$ cat src/rtl/uart_rx_fifo.sv
// uart_rx_fifo: receive-side buffer for a UART receiver.
//
// Stores each received byte with its parity/stop error tags in a
// first-word-fall-through circular buffer, and keeps a sticky overrun
// flag and three saturating event counters.
//
// Handshake: valid_in is a one-cycle strobe that qualifies data_in,
// parity_err_in and stop_err_in. The head entry is offered on rd_* while
// rd_valid is high. It is consumed on every rising edge where rd_valid and
// rd_ready are both high. rd_ready has no effect while rd_valid is low.
//
// Parameters
//   DEPTH    : number of entries (power of two, >= 2)
//   DROP_ERR : 1 = bytes carrying a parity or stop error are not stored
// Ports
//   clk, reset_n                         : clock, async active-low reset
//   data_in, valid_in                    : received byte and its strobe
//   parity_err_in, stop_err_in           : error tags for data_in
//   rd_ready                             : consumer takes the head entry
//   clr_status                           : clears overrun and the counters
//   rd_valid, rd_data                    : head entry present / head byte
//   rd_parity_err, rd_stop_err           : head entry error tags
//   count, full, empty                   : occupancy
//   overrun                              : sticky, a byte was dropped on full
//   parity_err_cnt, stop_err_cnt,
//   overrun_cnt                          : saturating event counters
module uart_rx_fifo #(
  parameter int DEPTH    = 16,
  parameter int DROP_ERR = 0
) (
  input  logic                     clk,
  input  logic                     reset_n,
  input  logic [7:0]               data_in,
  input  logic                     valid_in,
  input  logic                     parity_err_in,
  input  logic                     stop_err_in,
  input  logic                     rd_ready,
  input  logic                     clr_status,
  output logic                     rd_valid,
  output logic [7:0]               rd_data,
  output logic                     rd_parity_err,
  output logic                     rd_stop_err,
  output logic [$clog2(DEPTH):0]   count,
  output logic                     full,
  output logic                     empty,
  output logic                     overrun,
  output logic [7:0]               parity_err_cnt,
  output logic [7:0]               stop_err_cnt,
  output logic [7:0]               overrun_cnt
);

  localparam int          AW       = $clog2(DEPTH);
  localparam logic [AW:0] FULL_CNT = (AW+1)'(DEPTH);
  localparam bit          DROP     = (DROP_ERR != 0);

  // Entry layout: {stop_err, parity_err, data}
  logic [9:0]    mem_q [DEPTH];
  logic [AW-1:0] wr_ptr_q, wr_ptr_d;
  logic [AW-1:0] rd_ptr_q, rd_ptr_d;
  logic [AW:0]   count_q, count_d;
  logic          overrun_q, overrun_d;
  logic [7:0]    par_cnt_q, par_cnt_d;
  logic [7:0]    stp_cnt_q, stp_cnt_d;
  logic [7:0]    ovr_cnt_q, ovr_cnt_d;

  logic full_w, empty_w;
  logic accept, push, pop, drop_full;
  logic [9:0] head;

  assign full_w  = (count_q == FULL_CNT);
  assign empty_w = (count_q == '0);

  assign pop       = !empty_w && rd_ready;
  assign accept    = valid_in && !(DROP && (parity_err_in || stop_err_in));
  // A pop in the same cycle frees the slot the push needs, even when full.
  assign push      = accept && (!full_w || pop);
  assign drop_full = accept && full_w && !pop;

  always_comb begin
    wr_ptr_d = wr_ptr_q;
    rd_ptr_d = rd_ptr_q;
    count_d  = count_q;
    // Pointers are exactly AW bits wide, so DEPTH-1 -> 0 wraps naturally.
    if (push) wr_ptr_d = wr_ptr_q + 1'b1;
    if (pop)  rd_ptr_d = rd_ptr_q + 1'b1;
    case ({push, pop})
      2'b10:   count_d = count_q + 1'b1;
      2'b01:   count_d = count_q - 1'b1;
      default: count_d = count_q;
    endcase
  end

  always_comb begin
    overrun_d = overrun_q;
    par_cnt_d = par_cnt_q;
    stp_cnt_d = stp_cnt_q;
    ovr_cnt_d = ovr_cnt_q;
    if (clr_status) begin
      // Clear wins over any increment arriving in the same cycle.
      overrun_d = 1'b0;
      par_cnt_d = '0;
      stp_cnt_d = '0;
      ovr_cnt_d = '0;
    end else begin
      if (drop_full) begin
        overrun_d = 1'b1;
        if (ovr_cnt_q != 8'hFF) ovr_cnt_d = ovr_cnt_q + 8'd1;
      end
      // Error counters see every strobe, stored or not.
      if (valid_in && parity_err_in && par_cnt_q != 8'hFF)
        par_cnt_d = par_cnt_q + 8'd1;
      if (valid_in && stop_err_in && stp_cnt_q != 8'hFF)
        stp_cnt_d = stp_cnt_q + 8'd1;
    end
  end

  always_ff @(posedge clk or negedge reset_n) begin
    if (!reset_n) begin
      wr_ptr_q  <= '0;
      rd_ptr_q  <= '0;
      count_q   <= '0;
      overrun_q <= 1'b0;
      par_cnt_q <= '0;
      stp_cnt_q <= '0;
      ovr_cnt_q <= '0;
    end else begin
      wr_ptr_q  <= wr_ptr_d;
      rd_ptr_q  <= rd_ptr_d;
      count_q   <= count_d;
      overrun_q <= overrun_d;
      par_cnt_q <= par_cnt_d;
      stp_cnt_q <= stp_cnt_d;
      ovr_cnt_q <= ovr_cnt_d;
    end
  end

  // Storage is not reset; the read port is masked while empty instead.
  always_ff @(posedge clk) begin
    if (push) mem_q[wr_ptr_q] <= {stop_err_in, parity_err_in, data_in};
  end

  assign head = empty_w ? 10'd0 : mem_q[rd_ptr_q];

  assign rd_valid       = !empty_w;
  assign rd_data        = head[7:0];
  assign rd_parity_err  = head[8];
  assign rd_stop_err    = head[9];
  assign count          = count_q;
  assign full           = full_w;
  assign empty          = empty_w;
  assign overrun        = overrun_q;
  assign parity_err_cnt = par_cnt_q;
  assign stop_err_cnt   = stp_cnt_q;
  assign overrun_cnt    = ovr_cnt_q;

endmodule

$ cat config.mk
export PLATFORM = sky130hd
export DESIGN_NAME = uart_rx_fifo
export DESIGN_NICKNAME = d
export VERILOG_FILES = /design/src/rtl/uart_rx_fifo.sv
export SDC_FILE = /design/constraint.sdc
export NUM_CORES = 1
export LEC_CHECK = 0
export ABC_AREA = 1
export BUFFER_PORTS_ARGS = -buffer_cell sky130_fd_sc_hd__buf_2
export CAP_MARGIN = 20
export CORE_MARGIN = 2
export CORE_UTILIZATION = 50
export CTS_BUF_LIST = sky130_fd_sc_hd__clkbuf_8 sky130_fd_sc_hd__clkbuf_16
export CTS_CLUSTER_SIZE = 28
export DETAILED_ROUTE_END_ITERATION = 10
export MAX_ROUTING_LAYER = met4
export PLACE_DENSITY = 0.75
export SYNTH_ARGS = -nofsm -noshare
export SYNTH_HDL_FRONTEND = slang
export SYNTH_SLANG_ARGS = --single-unit
$ cat constraint.sdc
create_clock -name clk -period 3 [get_ports clk]
set_input_delay 0.15 -clock clk [delete_from_list [all_inputs] [get_ports clk]]
set_output_delay 0.15 -clock clk [all_outputs]
set_load 0.005 [all_outputs]
---- Word level (Yosys, flattened, before mapping) ----
Memories as Yosys holds them, arrays and structs flattened.
Index checks and enable logic that the tools add are counted.
word-level totals
  latch bits .............................. 0
  memories kept ........................... 1
  memory bits (read-only) ................. 0
  word-level logic and storage cells ...... 53
  register bits after elaboration ......... 38
  memory bits (writable) .................. 160
memory list
  name   words  bits a word  read ports  clocked after memory_dff  wr ports  line  RTL
  mem_q  16     10           1           0                         1         57    logic [9:0] mem_q [DEPTH];
cells by class
  bitwise logic cells ..................... 0
  equality and inequality tests ........... 6
  reduce and logical (&&, ||, !) cells .... 19
  multipliers ............................. 0
  $lt $le $gt $ge ......................... 0
  $add $sub $neg .......................... 7
  muxes and demuxes ....................... 13
  shift operators ......................... 0
  div/mod/pow operators ................... 0
operators with widths
  cell                                                                    number
  8-bit 2-to-1 mux                                                        7
  8-bit by 1-bit adder with 8-bit output (second input constant)          3
  8-bit != test (second input constant)                                   3
  10-bit 2-to-1 mux                                                       1
  5-bit case mux with 2 select lines                                      1
  2-bit nonzero test                                                      5
  4-bit by 1-bit adder with 4-bit output (second input constant)          2
  1-bit logical AND                                                       8
  5-bit by 1-bit adder with 5-bit output (second input constant)          1
  5-bit equality test (second input constant)                             1
  5-bit logical NOT                                                       1
  5-bit by 1-bit subtractor with 5-bit output (second input constant)     1
  1-bit 2-to-1 mux                                                        4
  1-bit logical NOT                                                       3
  2-bit by 1-bit equality test with 1-bit output (second input constant)  1
  2-bit equality test (second input constant)                             1
  2-bit AND reduction                                                     1
  1-bit logical OR                                                        1

---- Longest topological paths before layout ----
  word-level depth ........................ 7
  mapped depth ............................ 15
  depth with buffers taken out ............ 15

---- Worst setup path before layout ----
Ideal clock, no wire load.
  path kind ............................... register to register
  start ................................... reg count_q[0], in the netlist count[0]
  end ..................................... mem mem_q[11][0] (enable)
  period minus slack after synthesis ...... 1.887 ns
  setup time .............................. 0.376 ns
  path buffers ............................ 0
  stages on the path, launching flop included .. 9
  setup slack ............................. 1.113 ns
  arrival time ............................ 1.511 ns
  cell sequence ........................... dfrtp_1 > nor2_2 > nand2_2 > nor2_4 > nand2_1 > nand2_1 > inv_1 > nand2_1 > nor2_1
RTL lines
  item                                    line  RTL
  start: declaration                      60    logic [AW:0] count_q, count_d;
  start signal: assignment                129   count_q <= count_d;
  5-bit equality test                     70    assign full_w = (count_q == FULL_CNT);
  net full                                44    output logic full,
  1-bit logical NOT                       76    assign push = accept && (!full_w || pop);
  1-bit logical OR                        76
  1-bit logical AND                       76
  1-bit 2-to-1 mux                        139   if (push) mem_q[wr_ptr_q] <= {stop_err_in, parity_err_in, data_in};
  1-bit 2-to-1 mux (not written as such)  139
  end: declaration                        57
The timed path passes the listed nets, and every way through them passes these cells.

---- Worst setup path in the final report ----
  start ................................... reg rd_ptr_q[0]
  end ..................................... out rd_data[3]
on the way
  cells in the longest elaborated chain, start to end .. 2
RTL lines
  item                      line  RTL
  start: declaration        59    logic [AW-1:0] rd_ptr_q, rd_ptr_d;
  start signal: assignment  128   rd_ptr_q <= rd_ptr_d;
  memory read 16 x 10 bit   n/a
  10-bit 2-to-1 mux         142   assign head = empty_w ? 10'd0 : mem_q[rd_ptr_q];
  end: declaration          40    output logic [7:0] rd_data,
Every way passes these cells.

==> impl_metrics.json <==
{
  "crit_fanout": 39,
  "leakage_nw": 3.53,
  "n_fill_cell": 1315,
  "synthCells": 715,
  "r2r-start": "count[0]",
  "cp.arrival_ns": 2.57,
  "antenna_found_initial": 0,
  "path_cells": "inv_2 -> buf_4 -> o21ai_0 -> o221ai_1 -> nand3_1 -> a21oi_1 -> buf_2",
  "max_freq_mhz": 368,
  "synth.area.top_cells": "edfxtp_1 (57%), dfrtp_1 (11%), o21ai_0 (6.2%)",
  "utilization_pct": 58.0,
  "cp-startpoint": "rd_ptr_q[0]",
  "synth_cell_type_count": 32,
  "p_clk_share_pct": 26.9,
  "switchingPower_mw": 2.97,
  "hold_violations": 0,
  "critical_path_class": "register to output port",
  "chipHeight_um": 133,
  "finClkSkew_ns": 0.0128,
  "status": "finished, final reports clean",
  "internal_power_mw": 5.40,
  "synth-warning-count": 0,
  "power.share.switching_pct": 35.5,
  "synth_top_cell_area_share_pct": 57.3,
  "clk_pin_slew_ns": 0.07,
  "tns_ns": 0,
  "post-route-drc-count": 0,
  "multi_input_area_um2": 2320,
  "pre_cts_slack_ns": 0.628,
  "drv_cap": 0,
  "fin_crit_ns": 2.72,
  "clock_latency_ns": 0.44,
  "synth_edf_count": 160,
  "wl_mm": 18.5,
  "ctsHtreeMaxLevel": 4,
  "grt.total_usage_pct": 21.8,
  "n_antenna_cell": 0,
  "root_buffer": "clkbuf_16",
  "critPathRequiredTime_ns": 2.85,
  "p_comb_share_pct": 31.3,
  "firstDrtPassIters": 6,
  "die_area_um2": 17800,
  "vias": 5752,
  "synth_top_cell_by_area": "edfxtp_1",
  "fp-row-count": 47,
  "period_share_pct": 90.7,
  "fin_nets": 798,
  "startpoint_type": "register",
  "drive_above_1_share_pct": 15.5,
  "setup_ws_ns": 0.279,
  "async_flop_share_pct": 19.2,
  "avgRoutedWirePerCell_um": 18.4,
  "syn_nets": 740,
  "cts_tree": "yes",
  "grt_setup_unrepaired": "false",
  "ys_seq_area_share_pct": 68.6,
  "gp_congestion": 0.827,
  "ir_worst_vdd_mv": 0.546,
  "cts_sinks": 198,
  "syn_area_um2": 8380,
  "dp_hpwl_mm": 11.8,
  "min-delay-start": "clr_status",
  "power_per_cell_area_nw_per_um2": 876,
  "postRouteAntennaNets": 0,
  "p_seq_share_pct": 41.9,
  "overflow": 0,
  "worstMarginPinSlew_ns": 1.08,
  "avgSynthCellArea_um2": 11.7,
  "initial_utilization_pct": 50.9,
  "cts_buffer_depth": 2,
  "drt-vias-per-instance": 5.72,
  "coreArea_um2": 16500,
  "synthFlopType": "edfxtp_1",
  "grt_max_degree": 49,
  "slew_headroom_pct": 27.8,
  "numCtsBuffers": 17,
  "drtIter0Drc": 561,
  "area_growth_pct": 13.8,
  "end_kind": "output port",
  "setup_viol": 0,
  "grt_pass1_vias": 5566,
  "portBuffers": 57,
  "slowest_stage": "dfrtp_2",
  "die_w_um": 133,
  "synth-seq-cells": 198,
  "pin_count": 58,
  "max_stage_delay_ns": 0.64,
  "final_max_slew_viol_count": 0,
  "hold_class": "input pin to register",
  "grt_pass1_wl_mm": 28.6,
  "ff_latch_area_um2": 5760
}
-- worst max-delay path, delay by kind of cell (launching register included) --
family / cells / cell delay, ns
buffers and inverters: 3 / 0.65
DFF: 1 / 0.64
AOI/OAI and AO/OA: 3 / 0.70
and+or+nand+nor: 1 / 0.12
-- repair_timing --
| action | CTS | global route |
|---|---|---|
| endpoints found under the hold margin | 38 | 0 |
| hold buffers | 1 | 0 |
| gates resized for setup | 0 | 0 |
| buffers inserted | 0 | 0 |
-- per-stage QoR --
step | hold slack [ns] | power [mW] | cell area, um^2 | instances
6_report | 0.0162 | 8.36 | 9550 | 1006
5_1_grt | 0.0199 | 8.80 | 9550 | 1006
4_1_cts | 0.00653 | 8.37 | 9550 | 1006
3_5_place_dp | 0.316 | 6.15 | 8940 | 973
3_3_place_gp | 0.313 | 6.07 | 8940 | 973
2_1_floorplan | -0.146 | 5.20 | 8380 | 715
-- synthesized netlist by cell type, types with 4 or more instances --
| library cell | instances |
|---|---|
| edfxtp_1 | 160 |
| ha_1 | 10 |
| nand3_1 | 35 |
| nor2_4 | 4 |
| a21oi_1 | 24 |
| inv_1 | 45 |
| buf_2 | 7 |
| o21ai_0 | 104 |
| nand2_1 | 57 |
| o22ai_1 | 8 |
| nor2_2 | 4 |
| xor2_1 | 9 |
| dfrtp_1 | 38 |
| o221ai_1 | 32 |
| nor3_1 | 6 |
| clkbuf_1 | 24 |
| nand4_1 | 9 |
| nor2_1 | 120 |
-- registers in the layout, summed over array words and instances (netlist names) --
| register | cells |
|---|---|
| stop_err_cnt | 8 |
| rd_ptr_q | 4 |
| mem_q | 160 |
| overrun | 1 |
| wr_ptr_q | 4 |
| parity_err_cnt | 8 |
| count | 5 |
| overrun_cnt | 8 |
-- cell usage in the layout, fill, tap and decap left out, drive strengths merged --
cell type	Yosys	final
edfxtp	160	160
nor2	130	130
o21ai	105	105
buf	9	71
nand2	59	59
inv	47	53
dfrtp	38	38
nand3	38	38
o221ai	32	32
a21oi	25	25
clkbuf	24	21
ha	10	10
nand4	9	9
xor2	9	9
o22ai	8	8
nor3	6	6
clkinv	0	5
nor4	2	2
a211oi	1	1
nor3b	1	1
a31oi	1	1
o31ai	1	1
dlygate4sd3	0	1
-- power by group through the flow --
stage / combinational [mW] / clock, mW / sequential (mW)
4_1_cts: 2.60 / 2.27 / 3.50
2_1_floorplan: 1.72 / 0 / 3.47
5_1_grt: 2.89 / 2.38 / 3.53
6_report: 2.61 / 2.25 / 3.50
3_3_place_gp: 2.52 / 0 / 3.55
3_5_place_dp: 2.59 / 0 / 3.56
-- worst paths after layout --
check,end,slack (ns),cells past startpoint
max in group asynchronous,rd_ptr_q[0],2.00,2
min in group asynchronous,overrun_cnt[6],0.37,2
hold / removal,overrun,0.02,2
setup / recovery,rd_data[3],0.28,7
hold reg to reg,overrun_cnt[7],0.51,2
setup reg to reg,mem_q[3][6],0.54,8
-- layout make-up --
type | instances | share of cell area (%)
clock buffer | 21 | 5.39
clock inverter | 11 | 0.852
inverter | 47 | 1.85
multi-input combinational | 437 | 24.3
sequential | 198 | 60.3
tap | 220 | 2.88
timing repair buffer | 72 | 4.46
-- cell families after synthesis --
family	after synthesis	share of synthesized area [%]
AOI/OAI and AO/OA	173	12.0
xor gates and xnor gates	9	0.940
adders and majority gates	10	1.49
buffers and inverters	80	3.73
DFF	198	68.6
and+or+nand+nor	245	13.2
-- routing by layer --
metal	track usage (%)	up-vias	share of wire, %
met5	-	-	0
met4	8.63	0	2.3
li1	-	2701	-
met3	4.72	35	6.4
met2	34.3	236	48
met1	28.0	2780	43
Note: power is estimated with default switching activity, not from simulation.
